`src/rtl/frame_aligner.sv`:
```
// Word-alignment controller for the ISERDES frame-clock word: bitslips until the word
// matches TARGET, then supervises lock. Define FRAME_ALIGNER_STATS_EN to add the statistics outputs.
module frame_aligner #(
    parameter logic [7:0] TARGET        = 8'h0F,
    parameter int         SETTLE_CYCLES = 4,
    parameter int         LOCK_COUNT    = 16,
    parameter int         LOSS_COUNT    = 4,
    parameter int         MAX_SLIPS     = 8
) (
    input  logic        sample_clk,
    input  logic        reset_n,
    input  logic        enable,
    input  logic [7:0]  clk_data_out,
    output logic        bitslip,
    output logic        aligned,
    output logic        align_err,
    output logic [3:0]  slip_count
`ifdef FRAME_ALIGNER_STATS_EN
    ,
    output logic [15:0] slip_total,
    output logic [7:0]  lock_losses
`endif
);

    localparam logic [3:0] SETTLE_N = 4'(SETTLE_CYCLES);
    localparam logic [7:0] LOCK_N   = 8'(LOCK_COUNT);
    localparam logic [7:0] LOSS_N   = 8'(LOSS_COUNT);
    localparam logic [3:0] MAX_N    = 4'(MAX_SLIPS);

    typedef enum logic [2:0] {
        IDLE   = 3'd0,
        CHECK  = 3'd1,
        SLIP   = 3'd2,
        SETTLE = 3'd3,
        LOCKED = 3'd4,
        FAIL   = 3'd5
    } state_t;

    state_t      state_q;
    logic        bitslip_q;
    logic        aligned_q;
    logic        align_err_q;
    logic [3:0]  slip_count_q;
    logic [3:0]  settle_cnt_q;
    logic [7:0]  match_cnt_q;
    logic [7:0]  loss_cnt_q;
`ifdef FRAME_ALIGNER_STATS_EN
    logic [15:0] slip_total_q;
    logic [7:0]  lock_losses_q;
`endif

    logic word_match;
    assign word_match = (clk_data_out == TARGET);

    always_ff @(posedge sample_clk) begin
        if (!reset_n) begin
            state_q       <= IDLE;
            bitslip_q     <= 1'b0;
            aligned_q     <= 1'b0;
            align_err_q   <= 1'b0;
            slip_count_q  <= 4'd0;
            settle_cnt_q  <= 4'd0;
            match_cnt_q   <= 8'd0;
            loss_cnt_q    <= 8'd0;
`ifdef FRAME_ALIGNER_STATS_EN
            slip_total_q  <= 16'd0;
            lock_losses_q <= 8'd0;
`endif
        end else if (!enable) begin
            // Statistics deliberately survive an enable drop.
            state_q      <= IDLE;
            bitslip_q    <= 1'b0;
            aligned_q    <= 1'b0;
            align_err_q  <= 1'b0;
            slip_count_q <= 4'd0;
            settle_cnt_q <= 4'd0;
            match_cnt_q  <= 8'd0;
            loss_cnt_q   <= 8'd0;
        end else begin
            case (state_q)
                IDLE: begin
                    state_q <= CHECK;
                end
                CHECK: begin
                    if (word_match) begin
                        if (match_cnt_q >= LOCK_N - 8'd1) begin
                            state_q     <= LOCKED;
                            aligned_q   <= 1'b1;
                            match_cnt_q <= LOCK_N;
                            loss_cnt_q  <= 8'd0;
                        end else begin
                            match_cnt_q <= match_cnt_q + 8'd1;
                        end
                    end else if (slip_count_q < MAX_N) begin
                        state_q      <= SLIP;
                        bitslip_q    <= 1'b1;
                        slip_count_q <= slip_count_q + 4'd1;
                        match_cnt_q  <= 8'd0;
`ifdef FRAME_ALIGNER_STATS_EN
                        if (slip_total_q != 16'hFFFF) begin
                            slip_total_q <= slip_total_q + 16'd1;
                        end
`endif
                    end else begin
                        state_q     <= FAIL;
                        align_err_q <= 1'b1;
                        match_cnt_q <= 8'd0;
                    end
                end
                SLIP: begin
                    state_q      <= SETTLE;
                    bitslip_q    <= 1'b0;
                    settle_cnt_q <= 4'd0;
                end
                SETTLE: begin
                    // The word is ignored here while the ISERDES pipeline flushes.
                    if (settle_cnt_q >= SETTLE_N - 4'd1) begin
                        state_q      <= CHECK;
                        settle_cnt_q <= 4'd0;
                    end else begin
                        settle_cnt_q <= settle_cnt_q + 4'd1;
                    end
                end
                LOCKED: begin
                    if (word_match) begin
                        loss_cnt_q <= 8'd0;
                    end else if (loss_cnt_q >= LOSS_N - 8'd1) begin
                        state_q      <= CHECK;
                        aligned_q    <= 1'b0;
                        slip_count_q <= 4'd0;
                        match_cnt_q  <= 8'd0;
                        loss_cnt_q   <= 8'd0;
`ifdef FRAME_ALIGNER_STATS_EN
                        if (lock_losses_q != 8'hFF) begin
                            lock_losses_q <= lock_losses_q + 8'd1;
                        end
`endif
                    end else begin
                        loss_cnt_q <= loss_cnt_q + 8'd1;
                    end
                end
                FAIL: begin
                    state_q     <= FAIL;
                    align_err_q <= 1'b1;
                    bitslip_q   <= 1'b0;
                end
                default: begin
                    state_q <= IDLE;
                end
            endcase
        end
    end

    assign bitslip    = bitslip_q;
    assign aligned    = aligned_q;
    assign align_err  = align_err_q;
    assign slip_count = slip_count_q;
`ifdef FRAME_ALIGNER_STATS_EN
    assign slip_total  = slip_total_q;
    assign lock_losses = lock_losses_q;
`endif

endmodule

```
`config.mk`:
```
export PLATFORM = sky130hd
export DESIGN_NAME = frame_aligner
export DESIGN_NICKNAME = d
export VERILOG_FILES = /design/src/rtl/frame_aligner.sv
export SDC_FILE = /design/constraint.sdc
export NUM_CORES = 1
export LEC_CHECK = 0
export CAP_MARGIN = 25
export CORE_MARGIN = 3
export CORE_UTILIZATION = 53
export DETAILED_ROUTE_END_ITERATION = 8
export PLACE_DENSITY = 0.77
export SLEW_MARGIN = 20
export SYNTH_ARGS = -nofsm -noshare
export SYNTH_HDL_FRONTEND = slang
export SYNTH_SLANG_ARGS = --single-unit
```
`constraint.sdc`:
```
create_clock -name sample_clk -period 1.9 [get_ports sample_clk]
set_clock_uncertainty 0.05 [all_clocks]
set_input_delay 0.38 -clock sample_clk [delete_from_list [all_inputs] [get_ports sample_clk]]
set_output_delay 0.38 -clock sample_clk [all_outputs]
set_load 0.01 [all_outputs]
```
== Word-level counts from Yosys, hierarchy flattened ==
Index checks and enable logic that the tools add are counted.

* $add $sub $neg: 4
* Order comparisons: 4
* Eq/ne operators: 15
* Mux-type cells: 35
* Reduce and logical (&&, ||, !) cells: 14

{| class="wikitable"
|+ Operators with widths
! kind !! count
|-
| 8-bit 2-to-1 mux || 8
|-
| 8-bit case mux with 2 select lines || 2
|-
| 4-bit 2-to-1 mux || 5
|-
| 3-bit 2-to-1 mux || 6
|-
| 3-bit case mux with 6 select lines || 1
|-
| 8-bit by 1-bit adder with 8-bit output, second input constant || 2
|-
| 2-bit inequality test, second input constant || 8
|-
| 4-bit case mux with 2 select lines || 2
|-
| 3-bit AND reduction || 4
|-
| 5-bit AND reduction || 2
|-
| 4-bit by 1-bit adder with 4-bit output, second input constant || 2
|-
| 8-bit by 4-bit equality test with 1-bit output, second input constant || 1
|-
| 8-bit by 2-bit >= comparator with 1-bit output, second input constant || 1
|-
| 8-bit by 4-bit >= comparator with 1-bit output, second input constant || 1
|-
| 1-bit 2-to-1 mux || 8
|-
| 2-bit nonzero test || 4
|-
| 3-bit by 2-bit equality test with 1-bit output, second input constant || 2
|-
| 3-bit equality test, second input constant || 2
|-
| 1-bit case mux with 2 select lines || 3
|-
| 4-bit by 2-bit >= comparator with 1-bit output, second input constant || 1
|-
| 4-bit < comparator, second input constant || 1
|-
| 4-bit AND reduction || 1
|-
| 3-bit by 1-bit equality test with 1-bit output, second input constant || 1
|-
| 3-bit logical NOT || 1
|-
| other kinds (3) || 3
|}

* Bits in registers: 30
* Input bits: 11
* Output and inout port bits: 7

== Logic depth before layout (Yosys ltp) ==
* Word-level depth: 4
* Depth in mapped cells: 7

== Worst setup path after synthesis ==
OpenSTA, ideal clock, no wires.

* Path kind: input to register
* Start point: in clk_data_out[5]
* End point: reg state_q[0]
* Setup time: 0.112 ns
* Arrival time: 1.563 ns
* Required time: 1.738 ns
* Setup slack: 0.175 ns
* Stages on the path: 7
* Buffers on the path: 2
* Cells stage by stage: nor4_1 -> and2_1 -> buf_4 -> and3_1 -> buf_4 -> a211oi_1 -> a2111oi_1

* Longest elaborated chain between the ends: 3
* Elaborated cells between the ends (all ways): 6
* Classes of those cells: 3 x eq/ne; 2 x mux; 1 x reduce/logical

{| class="wikitable"
|+ Ends and longest elaborated chain
! element !! RTL line !! RTL
|-
| start: declaration || 13 || <nowiki>input logic [7:0] clk_data_out,</nowiki>
|-
| 8-bit by 4-bit equality test with 1-bit output * || 53 || <nowiki>assign word_match = (clk_data_out == TARGET);</nowiki>
|-
| 3-bit 2-to-1 mux (tied with other cells) || 85 || <nowiki>if (word_match) begin</nowiki>
|-
| 3-bit case mux with 6 select lines / 4-bit AND reduction (equally long branches) || - ||
|-
| end signal: assignment || 57 || <nowiki>state_q <= IDLE;</nowiki>
|-
| end signal: assignment || 82 || <nowiki>state_q <= CHECK;</nowiki>
|-
| end signal: assignment || 87 || <nowiki>state_q <= LOCKED;</nowiki>
|-
| end: declaration || 39 || <nowiki>state_t state_q;</nowiki>
|}

Every way passes the cells marked *; elsewhere a longest branch is shown, timed or not.
A chain may end at the register's enable or synchronous reset.

== Worst setup path in the final report ==
* Start point: reg state_q[0]
* End point: reg loss_cnt_q[4]

* Longest elaborated chain between the ends: 3
* Elaborated cells between the ends (all ways): 7
* Classes of those cells: 4 x eq/ne; 1 x mux; 2 x reduce/logical

{| class="wikitable"
|+ Ends and longest elaborated chain
! element !! RTL line !! RTL
|-
| start signal: assignment || 57 ||
|-
| start signal: assignment || 71 || <nowiki>state_q <= IDLE;</nowiki>
|-
| start signal: assignment || 82 ||
|-
| 3-bit by 1-bit equality test with 1-bit output / 3-bit equality test (equally long branches) || 80 || <nowiki>case (state_q)</nowiki>
|-
| 2-bit inequality test (no source line) / 2-bit nonzero test (equally long branches) || - ||
|-
| 3-bit AND reduction (no source line) || - ||
|-
| end signal: assignment || 139 || <nowiki>loss_cnt_q <= loss_cnt_q + 8'd1;</nowiki>
|-
| end: declaration || 46 || <nowiki>logic [7:0] loss_cnt_q;</nowiki>
|}

Parallel ways exist; a longest one is shown, timed or not.

==> impl_metrics.toml <==
[power]
p_clk_share_pct = 40.7
total_power_mw = 1.22
internal_power_uw = 955
p_leak_nw = 0.678
seqPwrFrac_pct = 52.4
powerDensity_mw_per_mm2 = 693
comb_power_share_pct = 6.9
switching_share_pct = 21.5
p_switching_uw = 261
ir_drop_uv = 754

[worst_setup_path]
cp_num_buf_inv = 1
crit_chain = "or3b_4, a21oi_2, buf_4, a2bb2oi_2, a41oi_1, nor2_1"
path_class = "reg -> reg"
cp-start-kind = "flip-flop"
required_ps = 2130
crit_slowest_cell = "or3b_4"
worst-path-max-fanout = 7
cpPeakStageDelay_ps = 470
worstPathArrival_ps = 2000
crit_family = "simple AND/OR/NAND/NOR gates"
worst_setup_path_end_kind = "flip-flop"

[yosys]
ys_ff_latch = 30
ys_seq_area_share_pct = 43.5
ys_types = 46
syn_avg_cell_area_um2 = 9.09
synthesis.instances = 152
syn-num-nets = 167
ys_warn_count = 0
synth_area_mm2 = 0.00138

[floorplan]
die-width_um = 57.1
pin_count = 18
core.rowCount = 17
core_mm2 = 0.00234
start_util_pct = 59.0
die_h_um = 57.1
die_area_mm2 = 0.00325

[timing]
fin_ws_ps = 131
fin_hold_ws_ps = 425
post-route-period-util_pct = 93.1
slew_headroom_pct = 65.6
setup_violations = 0
fmax_mhz = 565
slew_viol_final = 0
worstMarginPinSlew_ps = 511
hold_viol_final = 0
fin_crit_ps = 1770
rsz0062_at_grt = "no"

[outcome]
status = "complete, no violations"

[route]
ant_nets = 0
vias = 1241
drc = 0
wirelength_um = 3120
vias_per_cell = 5.83
routedWlPerCell_um = 14.6
first_iter_violations = 40
firstDrtPassIters = 7

[global_routing]
grt_pass1_vias = 1311
grtUsageTotal_pct = 21.6
globalRouteOverflowTotal = 0
grt_start_max_net_pins = 10
grt_pass1_wl_um = 5520
antenna_found_initial = 0

[cts]
postCtsSetupBuffers = 0
holdBufCountCts = 0
h-tree-depth = 2
clk_latency_ps = 330
cts.sinks = 30
clockRootBuffer = "clkbuf_4"
cts.clk_slew.worst_paths_ps = 90
cts_tree = "yes"
clockBufferDepth = 2
ctsResizeCount = 0
cts_buffers = 5

[layout]
final_layout_size_suffix_gt1_share_pct = 18.4
regArea_um2 = 602
antennaDiodeCount = 0
nFillCells = 176
finalInstanceArea_mm2 = 0.00175
layout.nets = 199
area_growth_pct = 27.0
multi_input_area_um2 = 756

[hold_path]
hp-class = "reg -> reg"

[place]
place.port_buffers = 17
place_area_mm2 = 0.00166
dp_worst_setup_slack_ps = -287
gp_congestion = 0.772
dp_hpwl_um = 2340

[run]
drv_cap = 0
==> cell type report <==
cell class	count	area share, %
tap	28	2.00
sequential	30	34.3
multi-input combinational	114	43.1
clock inverter	1	1.71
timing repair buffer	32	16.1
clock buffer	7	2.57
inverter	1	0.214
==> cells in the final DEF (no fill, tap or decap), types with 2 or more instances in the layout <==
| master | instances |
|---|---|
| o221a_1 | 2 |
| nor2_1 | 21 |
| o21ai_1 | 7 |
| nor3_1 | 4 |
| mux2i_1 | 2 |
| buf_4 | 15 |
| nand4_1 | 2 |
| clkdlybuf4s50_1 | 17 |
| a21oi_1 | 7 |
| nand3_1 | 10 |
| a22oi_1 | 3 |
| nor4_1 | 3 |
| clkbuf_1 | 2 |
| nand2_1 | 11 |
| clkbuf_4 | 5 |
| and3_1 | 7 |
| a2111oi_2 | 2 |
| ha_1 | 4 |
| dfxtp_1 | 29 |
| nand2b_1 | 2 |
==> power by group through the flow <==
stage	Combinational, mW	Clock [mW]	Sequential [mW]
after floorplan	0.0373	0	0.651
after global placement	0.0761	0	0.651
after detailed placement	0.0780	0	0.651
after CTS	0.0786	0.504	0.637
after global routing	0.0923	0.524	0.638
final	0.0843	0.495	0.637
==> synthesized netlist by cell type, drive strengths merged <==
cell | n | area share [%]
mux2i | 2 | 1.4
a21o | 1 | 0.54
nor2b | 1 | 0.45
inv | 1 | 0.27
dfxtp | 30 | 43
nand3 | 10 | 3.6
nand4b | 1 | 0.63
o31ai | 1 | 0.54
a2bb2oi | 1 | 1.1
a21oi | 9 | 4.3
o22ai | 2 | 1.9
o21ai | 8 | 2.9
o221a | 2 | 1.6
nor4 | 4 | 1.8
a31oi | 1 | 0.45
ha | 4 | 3.6
o211a | 1 | 0.72
a22oi | 3 | 1.6
and4 | 1 | 0.63
and3 | 7 | 3.2
nor3 | 6 | 3.4
a211oi | 1 | 0.54
nand3b | 1 | 0.54
buf | 4 | 2.3
nand4 | 2 | 0.91
a2111oi | 2 | 1.4
and2 | 2 | 0.91
nor3b | 2 | 1.4
or3b | 2 | 1.3
a41o | 1 | 0.72
nand2 | 11 | 3.0
a41oi | 1 | 0.63
a32o | 1 | 0.72
nand2b | 2 | 0.91
clkbuf | 3 | 0.82
nor2 | 21 | 5.7
==> per-stage QoR <==
stage,instances,setup TNS [ps],utilization (%)
final,213,0,75.0
after global routing,213,0,75.0
after CTS,213,0,74.0
after floorplan,152,0,-
after global placement,205,-2240,70.8
after detailed placement,205,-3540,70.8
==> flip-flops by register name (all words and copies together) (netlist names) <==
| name | count |
|---|---|
| slip_count | 4 |
| match_cnt_q | 8 |
| loss_cnt_q | 8 |
| align_err | 1 |
| state_q | 3 |
| settle_cnt_q | 4 |
| aligned | 1 |
| bitslip | 1 |
==> worst reg2reg max path, stage by stage (launching register included) <==
cell       delay [ps]
dfxtp_1           450
or3b_4            470
a21oi_2           150
buf_4             140
a2bb2oi_2         210
a41oi_1           160
nor2_1            100
==> metal layers <==
layer	track usage (%)	routed length [um]
met3	5.43	117
met5	0	0
met2	34.9	1510
met1	25.6	1430
met4	13.6	64
==> worst paths after layout <==
path | from | to | slack [ps] | depth (start not counted)
hold reg to reg | aligned | aligned | 420 | 2
setup / recovery | state_q[0] | loss_cnt_q[4] | 130 | 6
setup reg to reg | state_q[0] | loss_cnt_q[4] | 130 | 6
hold / removal | aligned | aligned | 420 | 2
==> cell families after synthesis <==
kind of cell	Yosys count	synth area share, %
flops	30	43.5
fa+ha+maj	4	3.62
compound gates	35	19.7
buf+inv	8	3.35
mux	2	1.45
simple gates	73	28.4
(Power assumes the default switching activity.)
